$ cat config.mk
export PLATFORM = sky130hd
export DESIGN_NAME = naozhong_buzzer
export DESIGN_NICKNAME = d
export VERILOG_FILES = /design/src/rtl/naozhong_buzzer_pkg.sv /design/src/rtl/naozhong_buzzer_tick_gen.sv /design/src/rtl/naozhong_buzzer.sv
export SDC_FILE = /design/constraint.sdc
export NUM_CORES = 1
export LEC_CHECK = 0
export ABC_CLOCK_PERIOD_IN_PS = 5500
export CORE_ASPECT_RATIO = 0.8
export CORE_MARGIN = 4
export CORE_UTILIZATION = 65
export DETAILED_ROUTE_END_ITERATION = 10
export PLACE_DENSITY = 0.83
export SETUP_SLACK_MARGIN = 0.5
export SLEW_MARGIN = 40
export SYNTH_ARGS = -nofsm -noshare
export SYNTH_HDL_FRONTEND = slang
export SYNTH_SLANG_ARGS = --single-unit
export TNS_END_PERCENT = 1
$ cat constraint.sdc
create_clock -name clk -period 5.5 [get_ports clk]
set_clock_uncertainty 0.05 [all_clocks]
set_input_delay 1.1 -clock clk [delete_from_list [all_inputs] [get_ports clk]]
set_output_delay 1.1 -clock clk [all_outputs]
set_load 0.03 [all_outputs]
$ cat src/rtl/naozhong_buzzer_pkg.sv
// Shared types and helpers for the alarm buzzer stage.
package naozhong_buzzer_pkg;

  typedef enum logic [1:0] {
    IDLE   = 2'd0,
    RING   = 2'd1,
    SNOOZE = 2'd2,
    DONE   = 2'd3
  } nz_state_e;

  // Width that holds 0..n-1, never less than one bit.
  function automatic int cw(input int n);
    return (n > 1) ? $clog2(n) : 1;
  endfunction

endpackage

$ cat src/rtl/naozhong_buzzer_tick_gen.sv
// Free-running strobe: one-clock pulse every DIV clocks, phase set by reset.
module tick_gen
  import naozhong_buzzer_pkg::*;
#(
  parameter int DIV = 50_000
) (
  input  logic clk,
  input  logic rst_n,
  output logic tick
);

  localparam int W = cw(DIV);

  logic [W-1:0] cnt;

  assign tick = (cnt == W'(DIV - 1));

  // Divider counter, wraps on the strobe.
  always_ff @(posedge clk) begin
    if (!rst_n) cnt <= '0;
    else        cnt <= tick ? '0 : cnt + 1'b1;
  end

endmodule

$ cat src/rtl/naozhong_buzzer.sv
// Alarm buzzer: turns the comparator match level into a gated beep cadence
// with stop, snooze and auto-timeout; DONE holds off retrigger for the minute.
module naozhong_buzzer
  import naozhong_buzzer_pkg::*;
#(
  parameter int CLK_HZ      = 50_000_000,
  parameter int TONE_HZ     = 2_000,
  parameter int BEEP_ON_MS  = 200,
  parameter int BEEP_OFF_MS = 200,
  parameter int TIMEOUT_MS  = 60_000,
  parameter int SNOOZE_MS   = 300_000
) (
  input  logic clk,
  input  logic rst_n,
  input  logic audio,
  input  logic stop_key,
  input  logic snooze_key,
  output logic buzzer,
  output logic ringing,
  output logic snoozing
);

  localparam int HALF   = CLK_HZ / (2 * TONE_HZ);
  localparam int BEEP_P = BEEP_ON_MS + BEEP_OFF_MS;
  localparam int RW     = cw(TIMEOUT_MS);
  localparam int SW     = cw(SNOOZE_MS);
  localparam int BW     = cw(BEEP_P);
  localparam int TW     = cw(HALF);

  logic          ms_tick;
  logic [2:0]    stp_sr, snz_sr;
  logic          audio_d;
  logic          stp_rise, snz_rise, a_rise;

  nz_state_e     state, nxt;
  logic [RW-1:0] ring_ms, ring_n;
  logic [SW-1:0] snz_ms, snz_n;
  logic [BW-1:0] beep_ms, beep_n;
  logic [TW-1:0] tone_cnt, tone_cnt_n;
  logic          tone_q, tone_q_n;
  logic          enter_ring;
  logic          beep_on_n;

  tick_gen #(.DIV(CLK_HZ / 1000)) u_tick (
    .clk   (clk),
    .rst_n (rst_n),
    .tick  (ms_tick)
  );

  // Two-stage synchronizers plus one edge-history stage for each key;
  // audio_d resets high so a level already present at release is not an edge.
  always_ff @(posedge clk) begin
    if (!rst_n) begin
      stp_sr  <= '0;
      snz_sr  <= '0;
      audio_d <= 1'b1;
    end else begin
      stp_sr  <= {stp_sr[1:0], stop_key};
      snz_sr  <= {snz_sr[1:0], snooze_key};
      audio_d <= audio;
    end
  end

  assign stp_rise = stp_sr[1] & ~stp_sr[2];
  assign snz_rise = snz_sr[1] & ~snz_sr[2];
  assign a_rise   = audio & ~audio_d;

  // Next state and counter updates; stop outranks snooze and timeout.
  always_comb begin
    nxt        = state;
    ring_n     = ring_ms;
    snz_n      = snz_ms;
    beep_n     = beep_ms;
    tone_cnt_n = tone_cnt;
    tone_q_n   = tone_q;
    enter_ring = 1'b0;
    case (state)
      IDLE: begin
        if (a_rise) begin
          nxt        = RING;
          enter_ring = 1'b1;
        end
      end
      RING: begin
        if (stp_rise) nxt = DONE;
        else if (snz_rise) begin
          nxt   = SNOOZE;
          snz_n = '0;
        end else if (ms_tick && ring_ms == RW'(TIMEOUT_MS - 1)) nxt = DONE;
        else begin
          if (tone_cnt == TW'(HALF - 1)) begin
            tone_cnt_n = '0;
            tone_q_n   = ~tone_q;
          end else tone_cnt_n = tone_cnt + 1'b1;
          if (ms_tick) begin
            ring_n = ring_ms + 1'b1;
            beep_n = (beep_ms == BW'(BEEP_P - 1)) ? '0 : beep_ms + 1'b1;
          end
        end
      end
      SNOOZE: begin
        if (stp_rise) nxt = DONE;
        else if (ms_tick && snz_ms == SW'(SNOOZE_MS - 1)) begin
          nxt        = RING;
          enter_ring = 1'b1;
        end else if (ms_tick) snz_n = snz_ms + 1'b1;
      end
      default: begin
        if (!audio) nxt = IDLE;
      end
    endcase
    if (enter_ring) begin
      ring_n     = '0;
      beep_n     = '0;
      tone_cnt_n = '0;
      tone_q_n   = 1'b0;
    end
    beep_on_n = (int'(beep_n) < BEEP_ON_MS);
  end

  // State, counters and outputs; outputs follow the next state so they
  // drop on the same edge the state leaves RING/SNOOZE.
  always_ff @(posedge clk) begin
    if (!rst_n) begin
      state    <= IDLE;
      ring_ms  <= '0;
      snz_ms   <= '0;
      beep_ms  <= '0;
      tone_cnt <= '0;
      tone_q   <= 1'b0;
      buzzer   <= 1'b0;
      ringing  <= 1'b0;
      snoozing <= 1'b0;
    end else begin
      state    <= nxt;
      ring_ms  <= ring_n;
      snz_ms   <= snz_n;
      beep_ms  <= beep_n;
      tone_cnt <= tone_cnt_n;
      tone_q   <= tone_q_n;
      ringing  <= (nxt == RING);
      snoozing <= (nxt == SNOOZE);
      buzzer   <= (nxt == RING) & tone_q_n & beep_on_n;
    end
  end

endmodule
==> results.txt <==
----------------------------------------------------
[Floorplanning]
  Count of boundary I/O pins ... 8
  Row count ... 25
  Floorplan die area ... 7870 sq um
  Core outline area ... 6100 sq um
  Initial Util ... 0.693
  Horizontal extent of the die ... 98.2 um
  Die outline height ... 80.1 um

[Timing]
  Pins Over Slew Limit ... 0
  Final-layout worst hold slack ... 0.386 ns
  Transition time at the pin with the least slew margin ... 0.737 ns
  Tcrit/Tclk final ... 0.505
  FMAX ... 360 MHz
  Number of failing setup endpoints in the final timing report ... 0
  Worst max-slew margin expressed relative to the limit ... 0.506
  Final hold violations ... 0
  Aggregate negative setup slack ... 0 ns
  Min Tclk post-route ... 2.78 ns
  Unrepaired setup endpoints after global routing ... no

[Synth]
  Cell types occupying the most area after synthesis ... sky130_fd_sc_hd__dfxtp_1 (41%), sky130_fd_sc_hd__nor2_1 (6.1%), sky130_fd_sc_hd__xnor2_1 (5.0%), sky130_fd_sc_hd__xor2_1 (4.8%), sky130_fd_sc_hd__nand2_1 (3.5%)
  Count of state elements after synthesis ... 87
  Most common cell in the synthesized netlist ... sky130_fd_sc_hd__dfxtp_1
  Number of enable-type register cells in the synthesized netlist ... 0
  Syn_area_per_cell ... 8.68 sq um
  Number of different library cells in the post-synthesis netlist ... 65
  Most used flip-flop cell after synthesis ... sky130_fd_sc_hd__dfxtp_1
  Net Count, Synth ... 497
  Post-Syn Area ... 4230 sq um
  FFs w/ async S/R, synth ... 0
  Syn. warnings ... 0
  Post-synth top area cell ... sky130_fd_sc_hd__dfxtp_1
  Sequential cell area fraction in the yosys report ... 0.412
  Share of Yosys cell area claimed by the top area cell type ... 0.412
  Cell count after synthesis ... 487
  Most instantiated cells after synthesis ... sky130_fd_sc_hd__dfxtp_1 (87), sky130_fd_sc_hd__nor2_1 (69), sky130_fd_sc_hd__nand2_1 (39), sky130_fd_sc_hd__nand3_1 (29), sky130_fd_sc_hd__a21oi_1 (25)

[Final layout]
  Final layout net count ... 502
  Layout cell share with drive strength beyond 1 ... 0.0765
  Area growth syn-to-layout ... 7.69%
  Antenna diode count ... 0
  Count of non-filler cells in the finished layout ... 578
  Count of filler cells inserted in the layout ... 457

[Critical path]
  Element type at the critical path start ... flip-flop
  Endpoint class of the critical path ... flip-flop
  Arrival time of the worst setup path ... 2.98 ns
  Crit Path Class ... reg2reg
  Biggest fanout along the worst timing path ... 28
  Worst reg-to-reg path cell count ... 7
  Worst path required time ... 5.70 ns

[Power and ir drop]
  Highest ir drop seen on vdd ... 167 uV
  Gate power share ... 0.027
  Internal Dissipation ... 866 uW
  Power Density ... 245 nW/um^2
  Switching part of the total ... 0.223
  Sequential Power Share ... 0.571
  Switching power of the nets ... 249 uW
  Part of the power in the clock network ... 0.402
  Leakage component of the power ... 1.48 nW

[Clocking]
  Clock root buffer master ... sky130_fd_sc_hd__clkbuf_8
  Clock buffer count from CTS ... 9
  CTS H-tree lvls ... 3
  # resized after CTS ... 0
  Longest Clk Path Bufs ... 2
  Post-CTS repair timing setup buffer count ... 0
  Clock-pin slew on the worst setup and hold paths ... 0.08 ns
  Clock tree from TritonCTS ... done
  Count of clock tree sinks ... 87
  Count of hold-fix buffers inserted at cts ... 0
  Skew-Pair Late Insertion Delay ... 0.36 ns

[Route]
  Total via count in the routed design ... 3637
  Ratio of routed vias to standard cells ... 6.29
  Wire length reported by the detailed router ... 8960 um
  Remaining routing DRC violations ... 0
  DRT Pass-1 Iters ... 5
  Routed wire length per instance ... 15.5 um
  DRC violation total after the first TritonRoute iteration ... 277
  Post-DRT Antenna Nets ... 0

[Place]
  Gpl congestion ... 0.892
  HPWL after detailed placement ... 6120 um
  Cell count after placement ... 562
  Count of port buffers added during placement ... 7

[Global routing]
  Grt total ovfl ... 0
  Number of antenna violations at the first check in global routing ... 0
  Vias in the first global route ... 3403
  GRT Overall Usage ... 0.241
  Global-route wire length before repair ... 15500 um
  Maximum number of pins on one net before global-route repair ... 29

[Worst hold path]
  Worst hold path type ... reg2reg
  Worst hold path depth ... 1

[Outcome]
  Result of the run ... completed

[Job]
  Max-cap violation count ... 0

----------------------------------------------------
routing by layer:
metal / vias to the layer above / track usage / part of all wire
met5: - / 0 / 0
met4: 0 / 0.0668 / 0.012
met3: 14 / 0.0738 / 0.076
met2: 138 / 0.372 / 0.44
met1: 1716 / 0.329 / 0.47
li1: 1769 / - / -
through the flow:
step,util,setup WS (ns),cell area (sq um),power (mW)
floorplan,-,3.18,4230,0.671
global placement,0.712,2.22,4340,0.679
detailed placement,0.715,2.39,4360,0.681
CTS,0.746,2.70,4550,1.13
global route,0.746,2.51,4550,1.15
finish,0.746,2.72,4550,1.11
path summary, 6_finish.rpt:
check                    startpoint                   endpoint  slack [ns]
min            snz_sr[0]$_SDFF_PN0_       snz_sr[1]$_SDFF_PN0_        0.39
max reg2reg  snz_ms[0]$_SDFFE_PN0P_  tone_cnt[11]$_SDFFE_PP0P_        2.72
max          snz_ms[0]$_SDFFE_PN0P_  tone_cnt[11]$_SDFFE_PP0P_        2.72
min reg2reg    snz_sr[0]$_SDFF_PN0_       snz_sr[1]$_SDFF_PN0_        0.39
registers in the layout, summed over array words and instances (netlist names):
register and flops:
snz_ms 19, ring_ms 16, u_tick.cnt 16, tone_cnt 14, beep_ms 9, snz_sr 3, stp_sr 3, state 2
audio_d 1, buzzer 1, ringing 1, snoozing 1, tone_q 1
logic make-up after synthesis:
| logic type | Yosys count | share of synthesized area |
|---|---|---|
| AOI/OAI and AO/OA | 72 | 0.122 |
| DFF | 87 | 0.412 |
| buffers and inverters | 23 | 0.0257 |
| xor gates and xnor gates | 47 | 0.0974 |
| adders and majority gates | 5 | 0.0148 |
| muxes | 2 | 0.00503 |
| and+or+nand+nor | 251 | 0.323 |
cell usage in the layout (no fill, tap or decap), types with 2 or more instances in the layout:
master,n
sky130_fd_sc_hd__o21ai_0,13
sky130_fd_sc_hd__nor4b_1,3
sky130_fd_sc_hd__nor3_2,2
sky130_fd_sc_hd__nand4b_1,2
sky130_fd_sc_hd__and2_1,9
sky130_fd_sc_hd__clkdlybuf4s50_1,7
sky130_fd_sc_hd__nor2b_1,6
sky130_fd_sc_hd__and4_2,2
sky130_fd_sc_hd__or3b_1,2
sky130_fd_sc_hd__o31ai_1,5
sky130_fd_sc_hd__nor3b_1,2
sky130_fd_sc_hd__o41ai_1,2
sky130_fd_sc_hd__a21oi_1,25
sky130_fd_sc_hd__xor2_1,23
sky130_fd_sc_hd__xnor2_1,24
sky130_fd_sc_hd__o2111ai_1,3
sky130_fd_sc_hd__or2_2,2
sky130_fd_sc_hd__nor3_1,10
sky130_fd_sc_hd__nor4_1,4
sky130_fd_sc_hd__nand3b_1,4
sky130_fd_sc_hd__clkbuf_8,10
sky130_fd_sc_hd__nand4_1,18
sky130_fd_sc_hd__nor2_1,69
sky130_fd_sc_hd__nand2b_1,2
sky130_fd_sc_hd__clkbuf_1,3
sky130_fd_sc_hd__or3_1,7
sky130_fd_sc_hd__and4_1,5
sky130_fd_sc_hd__inv_1,7
sky130_fd_sc_hd__and3_1,13
sky130_fd_sc_hd__or2b_2,2
sky130_fd_sc_hd__nand3_1,29
sky130_fd_sc_hd__nand2_1,39
sky130_fd_sc_hd__buf_4,3
sky130_fd_sc_hd__a2111oi_0,5
sky130_fd_sc_hd__or4_1,6
sky130_fd_sc_hd__dfxtp_1,87
sky130_fd_sc_hd__ha_1,5
sky130_fd_sc_hd__nor4bb_1,3
sky130_fd_sc_hd__a211oi_1,4
critical path: stages (launching register included):
cell	delay, ns
sky130_fd_sc_hd__dfxtp_1	0.43
sky130_fd_sc_hd__ha_1	0.24
sky130_fd_sc_hd__and3_1	0.22
sky130_fd_sc_hd__nand2_1	0.13
sky130_fd_sc_hd__or3_2	0.47
sky130_fd_sc_hd__o211ai_4	0.64
sky130_fd_sc_hd__or2_2	0.39
sky130_fd_sc_hd__nor2_1	0.10
layout make-up:
cell class / count / area [sq um] / share of cell area
Clock inverter: 3 / 42.5 / 0.00934
Inverter: 7 / 26.3 / 0.00577
Sequential cell: 87 / 1740 / 0.383
Timing Repair Buffer: 10 / 92.6 / 0.0203
Clock buffer: 13 / 149 / 0.0327
Multi-Input combinational cell: 377 / 2400 / 0.527
Tap cell: 81 / 101 / 0.0223
power groups by stage:
stage / Sequential (mW) / Combinational [mW] / Clock, mW
final: 0.636 / 0.0302 / 0.448
after global routing: 0.637 / 0.0334 / 0.481
after CTS: 0.636 / 0.0304 / 0.458
after detailed placement: 0.651 / 0.0301 / 0
after global placement: 0.651 / 0.0283 / 0
after floorplan: 0.651 / 0.0195 / 0
(Power assumes the default switching activity.)
